===== src/rtl/time_pkg.sv =====
`default_nettype none
// ============================================================================
//  Module   : time_pkg
//  Purpose  : Shared types, limits and helpers for the time-of-day counter.
//             bcd2_t holds two BCD digits {tens, units}.
//  Revision : 1.0  initial release
// ============================================================================
package time_pkg;

  typedef logic [7:0] bcd2_t;

  localparam bcd2_t SEC_MAX  = 8'h59;
  localparam bcd2_t MIN_MAX  = 8'h59;
  localparam bcd2_t HOUR_MAX = 8'h23;

  // Both digits must be decimal digits, and the value must not exceed max.
  // Once both digits are known to be <= 9, an ordinary binary compare
  // orders BCD values correctly.
  function automatic logic bcd2_valid(bcd2_t v, bcd2_t max);
    logic digits_ok;
    digits_ok  = (v[3:0] <= 4'd9) && (v[7:4] <= 4'd9);
    bcd2_valid = digits_ok && (v <= max);
  endfunction

endpackage
`default_nettype wire


===== src/rtl/bcd2_counter.sv =====
`default_nettype none
// ============================================================================
//  Module   : bcd2_counter
//  Purpose  : Two-digit BCD counter that counts 00..MAX and wraps to 00.
//             A load overrides counting. carry flags the wrap so the next
//             stage of a cascade can advance in the same cycle.
//  Ports    : CLK      in   clock, rising edge
//             RST      in   synchronous active-high reset (q -> 00)
//             inc      in   advance by one this cycle
//             load     in   take load_val this cycle (priority over inc)
//             load_val in   BCD value to load
//             q        out  current BCD value (registered)
//             carry    out  combinational: inc && q == MAX
//  Revision : 1.0  initial release
// ============================================================================
module bcd2_counter
  import time_pkg::*;
#(
  parameter bcd2_t MAX = 8'h59
) (
  input  logic  CLK,
  input  logic  RST,
  input  logic  inc,
  input  logic  load,
  input  bcd2_t load_val,
  output bcd2_t q,
  output logic  carry
);

  bcd2_t r_q;

  assign q     = r_q;
  assign carry = inc && (r_q == MAX);

  always_ff @(posedge CLK) begin
    if (RST) begin
      r_q <= 8'h00;
    end else if (load) begin
      r_q <= load_val;
    end else if (inc) begin
      if (r_q == MAX) begin
        r_q <= 8'h00;
      end else if (r_q[3:0] == 4'd9) begin
        // Decimal carry from units to tens keeps both digits valid BCD.
        r_q <= {r_q[7:4] + 4'd1, 4'd0};
      end else begin
        r_q <= {r_q[7:4], r_q[3:0] + 4'd1};
      end
    end
  end

endmodule
`default_nettype wire


===== src/rtl/time_counter.sv =====
`default_nettype none
// ============================================================================
//  Module   : time_counter
//  Purpose  : 24-hour BCD time-of-day counter. Divides CLK down to a
//             one-second tick and cascades seconds -> minutes -> hours.
//             Supports a validated one-cycle load strobe.
//  Ports    : CLK       in   clock, rising edge
//             RST       in   synchronous active-high reset
//             EN        in   count enable (0 freezes prescaler and time)
//             LOAD      in   one-cycle load strobe
//             LOAD_HH   in   BCD hours to load
//             LOAD_MM   in   BCD minutes to load
//             LOAD_SS   in   BCD seconds to load
//             HH/MM/SS  out  current time, BCD
//             SEC_TICK  out  pulse with each new SS value
//             DAY_WRAP  out  pulse when 23:59:59 rolls over to 00:00:00
//             LOAD_ERR  out  pulse after a rejected LOAD
//  Revision : 1.0  initial release
// ============================================================================
module time_counter
  import time_pkg::*;
#(
  parameter int TICKS_PER_SEC = 10
) (
  input  logic  CLK,
  input  logic  RST,
  input  logic  EN,
  input  logic  LOAD,
  input  bcd2_t LOAD_HH,
  input  bcd2_t LOAD_MM,
  input  bcd2_t LOAD_SS,
  output bcd2_t HH,
  output bcd2_t MM,
  output bcd2_t SS,
  output logic  SEC_TICK,
  output logic  DAY_WRAP,
  output logic  LOAD_ERR
);

  localparam int            PW      = $clog2(TICKS_PER_SEC);
  localparam logic [PW-1:0] PS_LAST = PW'(TICKS_PER_SEC - 1);

  logic [PW-1:0] r_presc;
  logic          r_sec_tick;
  logic          r_day_wrap;
  logic          r_load_err;

  logic w_load_fields_ok;
  logic w_load_ok;
  logic w_load_bad;
  logic w_tick;
  logic w_ss_carry;
  logic w_mm_carry;
  logic w_hh_carry;

  assign w_load_fields_ok = bcd2_valid(LOAD_HH, HOUR_MAX) &&
                            bcd2_valid(LOAD_MM, MIN_MAX)  &&
                            bcd2_valid(LOAD_SS, SEC_MAX);
  assign w_load_ok  = LOAD &&  w_load_fields_ok;
  assign w_load_bad = LOAD && !w_load_fields_ok;

  // A valid load suppresses the advance on the same edge; a rejected load
  // is ignored, so the tick still fires.
  assign w_tick = EN && (r_presc == PS_LAST) && !w_load_ok;

  // Prescaler: a valid load restarts the second so the first tick after it
  // lands a full TICKS_PER_SEC enabled cycles later.
  always_ff @(posedge CLK) begin
    if (RST) begin
      r_presc <= '0;
    end else if (w_load_ok) begin
      r_presc <= '0;
    end else if (EN) begin
      if (r_presc == PS_LAST) begin
        r_presc <= '0;
      end else begin
        r_presc <= r_presc + 1'b1;
      end
    end
  end

  bcd2_counter #(
    .MAX (SEC_MAX)
  ) u_sec (
    .CLK      (CLK),
    .RST      (RST),
    .inc      (w_tick),
    .load     (w_load_ok),
    .load_val (LOAD_SS),
    .q        (SS),
    .carry    (w_ss_carry)
  );

  bcd2_counter #(
    .MAX (MIN_MAX)
  ) u_min (
    .CLK      (CLK),
    .RST      (RST),
    .inc      (w_ss_carry),
    .load     (w_load_ok),
    .load_val (LOAD_MM),
    .q        (MM),
    .carry    (w_mm_carry)
  );

  bcd2_counter #(
    .MAX (HOUR_MAX)
  ) u_hour (
    .CLK      (CLK),
    .RST      (RST),
    .inc      (w_mm_carry),
    .load     (w_load_ok),
    .load_val (LOAD_HH),
    .q        (HH),
    .carry    (w_hh_carry)
  );

  // Pulses are registered alongside the counters so each one is high in the
  // same cycle as the time value it describes.
  always_ff @(posedge CLK) begin
    if (RST) begin
      r_sec_tick <= 1'b0;
      r_day_wrap <= 1'b0;
      r_load_err <= 1'b0;
    end else begin
      r_sec_tick <= w_tick;
      r_day_wrap <= w_hh_carry;
      r_load_err <= w_load_bad;
    end
  end

  assign SEC_TICK = r_sec_tick;
  assign DAY_WRAP = r_day_wrap;
  assign LOAD_ERR = r_load_err;

endmodule
`default_nettype wire


===== config.mk =====
export PLATFORM = sky130hd
export DESIGN_NAME = time_counter
export DESIGN_NICKNAME = d
export VERILOG_FILES = /design/src/rtl/time_pkg.sv /design/src/rtl/bcd2_counter.sv /design/src/rtl/time_counter.sv
export SDC_FILE = /design/constraint.sdc
export NUM_CORES = 1
export LEC_CHECK = 0
export CAP_MARGIN = 10
export CORE_MARGIN = 5
export CORE_UTILIZATION = 45
export DETAILED_ROUTE_END_ITERATION = 10
export PLACE_DENSITY = 0.75
export SYNTH_ARGS = -nofsm -noshare
export SYNTH_HDL_FRONTEND = slang
export SYNTH_SLANG_ARGS = --single-unit

===== constraint.sdc =====
create_clock -name CLK -period 2.79 [get_ports CLK]
set_clock_uncertainty 0.2 [all_clocks]
set_input_delay 0.558 -clock CLK [delete_from_list [all_inputs] [get_ports CLK]]
set_output_delay 0.558 -clock CLK [all_outputs]
set_load 0.03 [all_outputs]

After elaboration in Yosys (flattened, before gate mapping)

Index checks and enable logic that the tools add are counted.

Output and inout port bits: 27
Register bits after elaboration: 31
Input port bits: 28

Magnitude comparators: 9
Equality and inequality tests: 7
Muxes and demuxes: 13
Add/subtract/negate cells: 7
Reduce and logical (&&, ||, !) cells: 27

Operator list:

| cell                                                | number |
|---|---|
| 2-to-1 mux 8 bit                                    | 12 |
| adder 4 x 1 -> 4 bit, second input constant         | 7 |
| <= comparator 4 bit, second input constant          | 6 |
| equality test 4 bit, second input constant          | 4 |
| equality test 8 x 7 -> 1 bit, second input constant | 2 |
| <= comparator 8 x 7 -> 1 bit, second input constant | 2 |
| logical AND 1 bit                                   | 15 |
| nonzero test 3 bit                                  | 3 |
| equality test 8 x 6 -> 1 bit, second input constant | 1 |
| <= comparator 8 x 6 -> 1 bit, second input constant | 1 |
| AND reduction 2 bit                                 | 3 |
| nonzero test 2 bit                                  | 3 |
| 2-to-1 mux 4 bit                                    | 1 |
| logical NOT 1 bit                                   | 2 |
| OR reduction 2 bit                                  | 1 |

Depth between registers and ports, before layout

Gate-level depths: netlist of run 1.

Word-level depth: 12
Mapped depth: 8
Gate-level depth less buffers: 7

Hierarchy

A second synthesis of run 1 with hierarchy kept.

Cell total of the unflattened synthesis: 236
Area total of the unflattened synthesis: 2015.7 um2

Modules (own cells, without submodules):

| module                    | instances | cells an instance | seq. area each (um2) | area an instance (um2) |
|---|---|---|---|---|
| bcd2_counter at u_min ... | 2         | 64                | 160.2                | 561.8 |
| bcd2_counter at u_hour    | 1         | 70                | 160.2                | 555.5 |
| time_counter              | 1         | 38                | 140.1                | 336.6 |

Worst setup path after synthesis of run 1

Ideal clock, no wire load.

Path kind: flip-flop to flip-flop
Start point: reg u_sec.r_q[4] (netlist: u_sec.q[4])
End point: reg u_hour.r_q[3] (netlist: u_hour.q[3])
Library setup time: 88 ps
Stages on the path, launching flop included: 8
Clock period less this slack: 2335 ps
Data arrival time: 2047 ps
Required time: 2502 ps
Path slack: 455 ps
Path through: dfxtp_1 > ha_1 > nand3b_1 > or4_4 > buf_6 > nor4_2 > o21ai_1 > a311oi_2

Longest elaborated chain between the ends: 4

Ends and longest elaborated chain:

| item                           | line               | RTL |
|---|---|---|
| start, declared                | bcd2_counter.sv:30 | `bcd2_t r_q;` |
| start signal, assigned         | bcd2_counter.sv:39 | `r_q <= load_val;` |
| start signal, assigned         | bcd2_counter.sv:45 | `r_q <= {r_q[7:4] + 4'd1, 4'd0};` |
| start signal, assigned         | bcd2_counter.sv:47 | `r_q <= {r_q[7:4], r_q[3:0] + 4'd1};` |
| equality test 8 x 7 -> 1 bit   | bcd2_counter.sv:33 | `assign carry = inc && (r_q == MAX);` |
| logical AND 1 bit (2 in a row) | bcd2_counter.sv:33 |  |
| nonzero test 2 bit (no line)   | --                 |  |
| end signal, assigned           | bcd2_counter.sv:39 |  |
| end signal, assigned           | bcd2_counter.sv:45 |  |
| end signal, assigned           | bcd2_counter.sv:47 |  |
| end, declared                  | bcd2_counter.sv:30 |  |

No other way between the ends.
A chain may end at the register's enable or synchronous reset.

Worst setup path after layout of run 1

Start point: in LOAD_HH[7]
End point: reg u_hour.r_q[3] (netlist: u_hour.q[3])

Longest elaborated chain between the ends: 11

Ends and longest elaborated chain:

| item                                                                 | line               | RTL |
|---|---|---|
| start, declared                                                      | time_counter.sv:29 | `input bcd2_t LOAD_HH,` |
| branches (longest 2 deep; another with <= comparator 8 x 6 -> 1 bit) | --                 |  |
| logical AND 1 bit (*)                                                | time_pkg.sv:22     | `bcd2_valid = digits_ok && (v <= max);` |
| logical AND 1 bit (*)                                                | time_counter.sv:56 | `assign w_load_fields_ok = bcd2_valid(LOAD_HH, HOUR_MAX) &&` |
| logical AND 1 bit (*)                                                | time_counter.sv:57 | `bcd2_valid(LOAD_MM, MIN_MAX) &&` |
| logical AND 1 bit (*)                                                | time_counter.sv:59 | `assign w_load_ok = LOAD && w_load_fields_ok;` |
| logical NOT 1 bit                                                    | time_counter.sv:64 | `assign w_tick = EN && (r_presc == PS_LAST) && !w_load_ok;` |
| logical AND 1 bit                                                    | time_counter.sv:64 |  |
| logical AND 1 bit (2 in a row)                                       | bcd2_counter.sv:33 |  |
| nonzero test 2 bit (no line)                                         | --                 |  |

Mark *: on every way between the ends.

==> results of run 1 <==
-- cells in the final DEF (no fill, tap or decap), drive strengths merged, types with 2 or more instances in the layout --
cell type and count:
nor2b 5, inv 8, mux2i 3, nor3b 2
clkdlybuf4s50 54, clkbuf 7, nor4 6, and3b 4
nand4 3, nand3b 2, buf 9, dfxtp 31
nand3 11, nand2 15, ha 10, nor3 11
o311a 2, and3 2, o21ai 14, a21oi 13
or4 4, nand4b 3, a311oi 5, nor2 31
xor2 3, a211oi 11
-- final cells by class --
| cell class | count | area share, % |
|---|---|---|
| sequential | 31 | 24.0 |
| tap | 50 | 2.42 |
| inverter | 8 | 1.16 |
| timing repair buffer | 63 | 23.5 |
| multi-input combinational | 174 | 45.7 |
| clock inverter | 1 | 0.194 |
| clock buffer | 7 | 2.95 |
-- cells in the mapped netlist (2+ instances only) --
library cell,count,area share [%]
o311a_1,2,1.1
o21ai_0,11,2.9
a211oi_2,9,6.0
nor3_1,10,2.6
mux2i_1,3,1.6
buf_2,3,0.79
xor2_1,3,1.4
nor3b_1,2,0.79
nand4b_1,2,0.93
ha_1,10,6.6
nand3_1,11,2.9
nor4_1,4,1.3
a21oi_1,13,3.4
or4_1,3,1.2
o21ai_1,3,0.79
nand2_1,15,3.0
nor2b_1,5,1.7
and3b_1,4,1.9
clkbuf_1,6,1.2
and3_1,2,0.66
inv_1,8,1.6
a311oi_1,4,1.9
buf_6,2,1.2
nor2_1,31,6.2
dfxtp_1,31,33
nand4_1,3,0.99
a211oi_1,2,0.79
nand3b_1,2,0.79
-- flip-flops by register name, summed over array words and instances (netlist names) --
register	flops
SEC_TICK	1
r_presc	4
DAY_WRAP	1
u_min.q	8
u_sec.q	8
u_hour.q	8
LOAD_ERR	1
-- per-stage QoR --
| step | cells | hold slack [ns] | util, % | worst slack (ns) | power [mW] |
|---|---|---|---|---|---|
| floorplan | 224 | 0.315 | - | 0.455 | 0.492 |
| global placement | 326 | 0.286 | 62.1 | 0.0602 | 0.546 |
| detailed placement | 326 | 0.301 | 62.1 | 0.00763 | 0.547 |
| CTS | 334 | 0.311 | 64.1 | 0.294 | 0.885 |
| global route | 334 | 0.347 | 64.1 | 0.0867 | 0.910 |
| finish | 334 | 0.306 | 64.1 | 0.295 | 0.873 |
-- final timing paths --
check                               start                       end  slack [ns]
hold / removal    u_min.q[7]$_SDFFE_PP0P_   u_min.q[7]$_SDFFE_PP0P_        0.31
setup reg to reg  u_sec.q[0]$_SDFFE_PP0P_   u_min.q[7]$_SDFFE_PP0P_        0.49
setup / recovery               LOAD_HH[7]  u_hour.q[3]$_SDFFE_PP0P_        0.30
hold reg to reg   u_min.q[7]$_SDFFE_PP0P_   u_min.q[7]$_SDFFE_PP0P_        0.31
-- critical path: cells and delay by family --
kind,cells,cell delay [ns]
and+or+nand+nor,4,1.17
AOI/OAI and AO/OA,1,0.06
buffers and inverters,2,0.65
-- where the power goes --
group          leakage (nW)  switching [mW]  total [mW]  internal [mW]
clock network        0.0422           0.161       0.336          0.175
registers             0.250         0.00864       0.456          0.447
logic                 0.648          0.0343      0.0819         0.0475
-- logic make-up after synthesis --
| logic type | after synthesis |
|---|---|
| AND/OR/NAND/NOR | 103 |
| buffers and inverters | 19 |
| multiplexers | 3 |
| XOR/XNOR | 4 |
| adder cells (fa/ha/maj) | 10 |
| flip-flops | 31 |
| AO/OA/AOI/OAI | 54 |
-- routing by layer --
layer	vias to the layer above	GRT usage (%)	part of all wire [%]
met5	-	0	0
met2	56	27.9	44
met4	0	5.93	1.0
li1	948	-	-
met1	864	24.1	46
met3	5	4.27	8.9
==> flow_metrics.py, run 1 <==
metrics = {
    "routing": {
        "routed_wirelength_um": 4820,
        "first_iter_violations": 74,
        "final_antenna_net_count": 0,
        "routedWlPerCell_um": 14.4,
        "drc": 0,
        "vias_per_cell": 5.61,
        "dr_total_vias": 1873,
        "detail_route.first_pass.iterations": 4,
    },
    "grt": {
        "antenna_found_initial": 0,
        "grt_first_pass_wirelength_um": 7820,
        "grt_max_degree": 22,
        "groute.usage.overall_pct": 17.8,
        "globalRoute.totalOverflow": 0,
        "first_global_vias": 1705,
    },
    "cells_and_area": {
        "antenna-diode-count": 0,
        "syn_to_final_growth_pct": 36.6,
        "multiInputGateArea_mm2": 0.00118,
        "fillers": 370,
        "final_area_mm2": 0.00258,
        "seqCellArea_um2": 621,
        "fin_nets": 321,
        "drive_above_1_share_pct": 10.6,
    },
    "logic_synthesis": {
        "synth_area_mm2": 0.00189,
        "synth_mux_area_share_pct": 1.59,
        "yosys.area_share.simple_pct": 30.9,
        "synthArstFlopShare_pct": 0,
        "syn_nets": 262,
        "post_synthesis_compound_gate_area_fraction_pct": 21.5,
        "cells_after_synthesis": 224,
        "yosysWarnings": 0,
        "dominantRegCellSynth": "dfxtp_1",
        "edff_count_synth": 0,
        "synth_adder_area_share_pct": 6.61,
        "synth-xor-area-share_pct": 1.85,
        "synth_sequential_area_ratio_pct": 32.8,
        "netlist-cell-type-count": 48,
        "synth_top_family_by_area": "simple AND/OR/NAND/NOR gates",
        "avgSynthCellArea_um2": 8.45,
        "synth-seq-cells": 31,
    },
    "sta": {
        "fin_setup_tns_ns": 0,
        "slew_at_the_pin_closest_to_its_max_slew_limit_ns": 0.522,
        "timing.max_slew.rel_slack_pct": 64.7,
        "final_hold_viol_count": 0,
        "setup_repair_after_global_routing_missed_its_margin": "false",
        "finalSetupViolations": 0,
        "finalCritPeriodShare_pct": 89.4,
        "finalCriticalPeriod_ns": 2.49,
        "highest_clock_rate_mhz": 401,
        "timing_max_transition_violations_final": 0,
    },
    "worst_setup_path": {
        "crit_chain": "clkdlybuf4s50_1, nor4_1, nand2_1, or4_1, buf_4, nor2_1, a311oi_2",
        "worst_r2r_path_depth": 6,
        "worstSetupStartpointType": "primary input",
        "worst_setup_path_type": "primary input to flip-flop",
        "setup.worst_path.end_class": "flip-flop",
        "worst_ep_required_time_ns": 2.74,
        "timing.critical_path.slowest_stage_cell": "or4_1",
        "critPathArrivalTime_ns": 2.44,
        "crit_path_max_incr_delay_ns": 0.58,
        "highest_fanout_seen_on_the_critical_path": 21,
    },
    "power": {
        "vdd_ir_drop_max_uv": 326,
        "cellPowerDensity_mw_per_mm2": 338,
        "static-leakage-power_nw": 0.940,
    },
    "clock_network": {
        "cts.clk_slew.worst_paths_ns": 0.06,
        "cts-root-buf": "clkbuf_8",
        "clock_sinks": 31,
        "clock_latency_ns": 0.28,
        "ctsLongestPathBuffers": 2,
        "numCtsBuffers": 5,
        "cts_tree": "yes",
        "htree_num_levels": 2,
        "cts_setup_buffers": 0,
        "cts_resized": 0,
        "cts.hold.buffers_added": 0,
    },
    "floorplan": {
        "core_mm2": 0.00403,
        "floorplan.initialDensity_pct": 47.0,
        "die_height_um": 74.8,
        "floorplan.die.width_um": 74.8,
        "ioPinCount": 55,
        "placement_rows": 23,
        "die_area_mm2": 0.00560,
    },
    "placement": {
        "post_dp_cell_area_mm2": 0.00250,
        "portBuffers": 54,
        "routabilityCongestion": 0.776,
        "dp_hpwl_um": 3670,
    },
    "min_path": {
        "hold_path.class": "flip-flop to flip-flop",
        "timing.hold.worst_path_depth": 2,
    },
    "run_status": {
        "status": "finished, final reports clean",
    },
    "job": {
        "drv_cap": 0,
    },
}
No activity file was read; power rests on OpenSTA's default activity.
==> run 2: changes to the inputs <==
--- a/config.mk
+++ b/config.mk
@@ -9,6 +9,7 @@
 export CORE_MARGIN = 5
 export CORE_UTILIZATION = 45
 export DETAILED_ROUTE_END_ITERATION = 10
+export MAX_ROUTING_LAYER = met4
 export PLACE_DENSITY = 0.75
 export SYNTH_ARGS = -nofsm -noshare
 export SYNTH_HDL_FRONTEND = slang
==> run 2 against run 1 <==
  * Wire length is 0.12% higher
  * Register-to-register slack about the same
  * Largest power group unchanged
  * Cell area stayed put
  * Core utilization unchanged
  * Critical path depth stayed put
  * Sequential power hardly changed
  * Combinational power about the same
  * Global-route usage is 0.58 points higher
==> flow_metrics.py, run 2 (synthesized netlist as in run 1, its figures left out) <==
metrics = {
    "sta": {
        "highest_clock_rate_mhz": 401,
        "postLayoutSetupSlackWorst_ns": 0.295,
        "finalSetupViolations": 0,
        "timing_max_transition_violations_final": 0,
        "finalCritPeriodShare_pct": 89.4,
        "slew_at_the_pin_closest_to_its_max_slew_limit_ns": 0.522,
        "final_hold_viol_count": 0,
        "timing.max_slew.rel_slack_pct": 64.7,
        "setup_repair_after_global_routing_missed_its_margin": "false",
        "fin_setup_tns_ns": 0,
        "finalCriticalPeriod_ns": 2.50,
    },
    "cells_and_area": {
        "final_area_mm2": 0.00258,
        "antenna-diode-count": 0,
        "fin_nets": 321,
        "final_common_cell": "clkdlybuf4s50_1",
        "drive_above_1_share_pct": 10.6,
        "final_core_utilization_pct": 64.1,
        "final_cell_mix": "clkdlybuf4s50_1 (54), dfxtp_1 (31), nor2_1 (31), nand2_1 (15), a21oi_1 (13)",
        "syn_to_final_growth_pct": 36.6,
    },
    "placement": {
        "dp_hpwl_um": 3670,
        "dp_slack_ns": 0.00763,
        "routabilityCongestion": 0.787,
        "post_dp_cell_area_mm2": 0.00250,
        "portBuffers": 54,
    },
    "grt": {
        "grt_first_pass_wirelength_um": 7840,
        "antenna_found_initial": 0,
        "first_global_vias": 1704,
        "grt_max_degree": 22,
        "globalRoute.totalOverflow": 0,
        "groute.usage.overall_pct": 18.4,
    },
    "clock_network": {
        "htree_num_levels": 2,
        "cts_tree": "yes",
        "cts_resized": 0,
        "clock_latency_ns": 0.28,
        "cts_setup_buffers": 0,
        "cts-root-buf": "clkbuf_8",
        "ctsLongestPathBuffers": 2,
        "cts.hold.buffers_added": 0,
        "clock_sinks": 31,
        "numCtsBuffers": 5,
        "cts.clk_slew.worst_paths_ns": 0.06,
    },
    "worst_setup_path": {
        "timing.critical_path.slowest_stage_cell": "or4_1",
        "highest_fanout_seen_on_the_critical_path": 21,
        "setup.worst_path.end_class": "flip-flop",
        "worstSetupStartpointType": "primary input",
        "r2r_setup_slack_ns": 0.49,
        "worst_ep_required_time_ns": 2.74,
        "r2r_start": "u_sec.q[0]$_SDFFE_PP0P_",
        "worst_setup_path_type": "primary input to flip-flop",
        "crit_path_max_incr_delay_ns": 0.58,
        "crit_chain": "clkdlybuf4s50_1, nor4_1, nand2_1, or4_1, buf_4, nor2_1, a311oi_2",
        "cpLargestDelayFamily": "simple AND/OR/NAND/NOR gates",
        "critPathArrivalTime_ns": 2.44,
        "startpoint": "LOAD_HH[7]",
        "critical_path.n_buffers_inverters": 2,
    },
    "power": {
        "vdd_ir_drop_max_uv": 326,
        "static-leakage-power_nw": 0.940,
        "power.total_uw": 874,
        "cellPowerDensity_mw_per_mm2": 338,
    },
    "routing": {
        "routedWlPerCell_um": 14.4,
        "final_antenna_net_count": 0,
        "dr_total_vias": 1883,
        "drc": 0,
        "routed_wirelength_um": 4820,
        "detail_route.first_pass.iterations": 4,
        "vias_per_cell": 5.64,
        "first_iter_violations": 115,
    },
    "floorplan": {
        "floorplan.die.width_um": 74.8,
        "die_area_mm2": 0.00560,
        "floorplan.initialDensity_pct": 47.0,
        "die_height_um": 74.8,
        "core_mm2": 0.00403,
        "ioPinCount": 55,
        "placement_rows": 23,
    },
    "run_status": {
        "status": "finished, final reports clean",
    },
    "min_path": {
        "worst_hold_startpoint": "u_min.q[7]$_SDFFE_PP0P_",
        "hold_path.class": "flip-flop to flip-flop",
    },
    "job": {
        "drv_cap": 0,
    },
}
==> run 2: cell counts in the layout (fill, tap and decap cells not counted) <==
No cell type changed its count.
==> run 2: layer usage <==
metal / part of all wire [%] / GRT usage, %
met4: 1.0 / 5.93
met2: 44 / 27.9
met1: 46 / 24.3
met5: 0 / -
met3: 8.7 / 4.01
==> run 2: stage by stage <==
step,hold WS (ns),instances
2_1_floorplan,0.315,224
3_3_place_gp,0.286,326
3_5_place_dp,0.301,326
4_1_cts,0.311,334
5_1_grt,0.347,334
6_report,0.306,334
==> run 2: power by group <==
part           internal (mW)  total (mW)  switching, mW
combinational         0.0476      0.0818         0.0342
clock                  0.175       0.336          0.161
sequential             0.447       0.456        0.00861
total                  0.670       0.874          0.204
==> run 2: area by class of cell <==
type                       count  area, µm²
tap                           50       62.6
fill                         370       1450
clock buffer                   7       76.3
clock inverter                 1       5.00
sequential                    31        621
timing repair buffer          63        608
inverter                       8       30.0
multi-input combinational    174       1180
==> run 2: worst reg2reg max path, stage by stage, from the launching register on <==
cell      delay [ns]
dfxtp_1         0.42
ha_1            0.21
nor4bb_1        0.46
nand4_1         0.15
buf_4           0.19
or4_1           0.46
a21oi_1         0.14
==> run 2: final timing paths <==
path | endpoint | cells after the start
worst max-delay path | u_hour.q[3]$_SDFFE_PP0P_ | 7
worst min-delay path | u_min.q[7]$_SDFFE_PP0P_ | 2
worst max register to register | u_min.q[7]$_SDFFE_PP0P_ | 6
worst min register to register | u_min.q[7]$_SDFFE_PP0P_ | 2
==> run 3: changes to the inputs <==
--- a/config.mk
+++ b/config.mk
@@ -7,10 +7,10 @@
 export LEC_CHECK = 0
 export CAP_MARGIN = 10
 export CORE_MARGIN = 5
-export CORE_UTILIZATION = 45
+export CORE_UTILIZATION = 47
 export DETAILED_ROUTE_END_ITERATION = 10
 export MAX_ROUTING_LAYER = met4
-export PLACE_DENSITY = 0.75
+export PLACE_DENSITY = 0.78
 export SYNTH_ARGS = -nofsm -noshare
 export SYNTH_HDL_FRONTEND = slang
 export SYNTH_SLANG_ARGS = --single-unit
==> run 3 against run 2 <==
  * Critical path depth stayed put
  * Worst setup slack worse by 0.029 ns
  * Critical endpoint is now u_min.q[3]$_SDFFE_PP0P_
  * Largest power group unchanged
  * Maximum frequency is 1.1% lower
==> flow_metrics.py, run 3 (synthesized netlist as in run 1, its figures left out) <==
metrics = {
    "run_status": {
        "status": "finished, final reports clean",
    },
    "worst_setup_path": {
        "crit_chain": "clkdlybuf4s50_1, nor4_1, nand2_1, or4_1, buf_4, o311a_1, nor3_2",
        "worstSetupStartpointType": "primary input",
        "highest_fanout_seen_on_the_critical_path": 14,
        "cpLargestDelayFamily": "simple AND/OR/NAND/NOR gates",
        "critPathArrivalTime_ns": 2.53,
        "startpoint": "LOAD_HH[7]",
        "timing.critical_path.slowest_stage_cell": "or4_1",
        "worst_ep_required_time_ns": 2.80,
        "crit_path_max_incr_delay_ns": 0.61,
        "worst_setup_path_type": "primary input to flip-flop",
        "r2r_start": "u_sec.q[0]$_SDFFE_PP0P_",
        "setup.worst_path.end_class": "flip-flop",
        "critical_path.n_buffers_inverters": 2,
    },
    "routing": {
        "dr_total_vias": 1891,
        "drc": 0,
        "routedWlPerCell_um": 14.5,
        "first_iter_violations": 144,
        "detail_route.first_pass.iterations": 4,
        "vias_per_cell": 5.59,
        "final_antenna_net_count": 0,
        "routed_wirelength_um": 4900,
    },
    "clock_network": {
        "clock_sinks": 31,
        "cts.clk_slew.worst_paths_ns": 0.07,
        "cts.hold.buffers_added": 0,
        "cts-root-buf": "clkbuf_8",
        "clock_latency_ns": 0.27,
        "cts_setup_buffers": 0,
        "htree_num_levels": 2,
        "numCtsBuffers": 5,
        "cts_tree": "yes",
        "ctsLongestPathBuffers": 2,
        "cts_resized": 0,
    },
    "floorplan": {
        "floorplan.die.width_um": 73.4,
        "placement_rows": 23,
        "core_mm2": 0.00394,
        "ioPinCount": 55,
        "die_height_um": 73.4,
        "die_area_mm2": 0.00539,
        "floorplan.initialDensity_pct": 48.0,
    },
    "power": {
        "share_comb_of_total_power_pct": 9.1,
        "cellPowerDensity_mw_per_mm2": 350,
        "cellInternalPower_uw": 722,
        "netSwitchingFraction_pct": 22.0,
        "share_clk_of_total_power_pct": 41.7,
        "p_seq_share_pct": 49.2,
        "static-leakage-power_nw": 0.975,
        "vdd_ir_drop_max_uv": 310,
        "power_switching_uw": 204,
    },
    "grt": {
        "grt.met3_usage_pct": 3.83,
        "globalRoute.busiestLayer": "met2",
        "met1_use_gr_pct": 23.9,
        "grt_max_degree": 26,
        "antenna_found_initial": 0,
        "grt.met2_usage_pct": 31.8,
        "groute.usage.overall_pct": 19.3,
        "grt_first_pass_wirelength_um": 8050,
        "globalRoute.totalOverflow": 0,
        "first_global_vias": 1773,
    },
    "cells_and_area": {
        "fin_nets": 325,
        "final_cell_mix": "clkdlybuf4s50_1 (54), dfxtp_1 (31), nor2_1 (31), nand2_1 (15), a21oi_1 (13)",
        "drive_above_1_share_pct": 12.2,
        "syn_to_final_growth_pct": 39.8,
        "final_common_cell": "clkdlybuf4s50_1",
        "antenna-diode-count": 0,
        "number_of_non_filler_instances_in_the_completed_layout": 338,
    },
    "placement": {
        "routabilityCongestion": 0.848,
        "portBuffers": 54,
        "dp_hpwl_um": 3680,
        "placedCellCount": 330,
    },
    "sta": {
        "holdWs_ns": 0.304,
        "final_hold_viol_count": 0,
        "finalCriticalPeriod_ns": 2.52,
        "setup_repair_after_global_routing_missed_its_margin": "false",
        "timing.max_slew.rel_slack_pct": 66.6,
        "highest_clock_rate_mhz": 396,
        "slew_at_the_pin_closest_to_its_max_slew_limit_ns": 0.494,
        "finalSetupViolations": 0,
        "timing_max_transition_violations_final": 0,
        "finalCritPeriodShare_pct": 90.5,
    },
    "min_path": {
        "worst_hold_startpoint": "u_min.q[7]$_SDFFE_PP0P_",
        "hold_path.class": "flip-flop to flip-flop",
    },
    "job": {
        "drv_cap": 0,
    },
}
[run 3: routing by layer]
| metal | vias to the layer above | share of wire (%) |
|---|---|---|
| li1 | 957 | - |
| met2 | 52 | 46 |
| met3 | 4 | 6.1 |
| met1 | 878 | 47 |
| met4 | 0 | 0.78 |
| met5 | - | 0 |
[run 3: worst paths after layout]
kind              cells past startpoint  slack [ns]                        to
setup reg to reg                      7        0.53  u_hour.q[5]$_SDFFE_PP0P_
setup / recovery                      7        0.27   u_min.q[3]$_SDFFE_PP0P_
hold / removal                        2        0.30   u_min.q[7]$_SDFFE_PP0P_
hold reg to reg                       2        0.30   u_min.q[7]$_SDFFE_PP0P_
[run 3: layout make-up]
class                   instances  area [µm²]
fillers                       332        1300
repair buffers                 67         651
clock buffers                   8         100
flip-flops and latches         31         621
well taps                      50        62.6
multi-input cells             174        1180
inverters                       8        30.0
[run 3: worst register-to-register path: stages (launching register included)]
cell      delay (ns)
dfxtp_1         0.42
ha_1            0.22
nor4bb_1        0.42
nand4_1         0.24
buf_4           0.20
o31ai_1         0.20
o211ai_1        0.12
o211a_1         0.13
[run 3: power by group through the flow]
stage	logic [mW]	registers, mW	clock network [mW]
after floorplan	0.0265	0.465	0
after global routing	0.0899	0.456	0.420
final	0.0842	0.456	0.386
after global placement	0.0835	0.465	0
after detailed placement	0.0837	0.466	0
after CTS	0.0845	0.456	0.396
[run 3: through the flow]
step	power, mW	TNS [ns]	util (%)	setup slack [ns]	area [µm²]
after floorplan	0.492	0	-	0.455	1890
after global placement	0.549	0	64.6	0.00212	2540
after detailed placement	0.549	-0.202	64.6	-0.0502	2540
after CTS	0.936	0	67.1	0.234	2650
after global routing	0.966	0	67.1	0.139	2650
final	0.926	0	67.1	0.266	2650
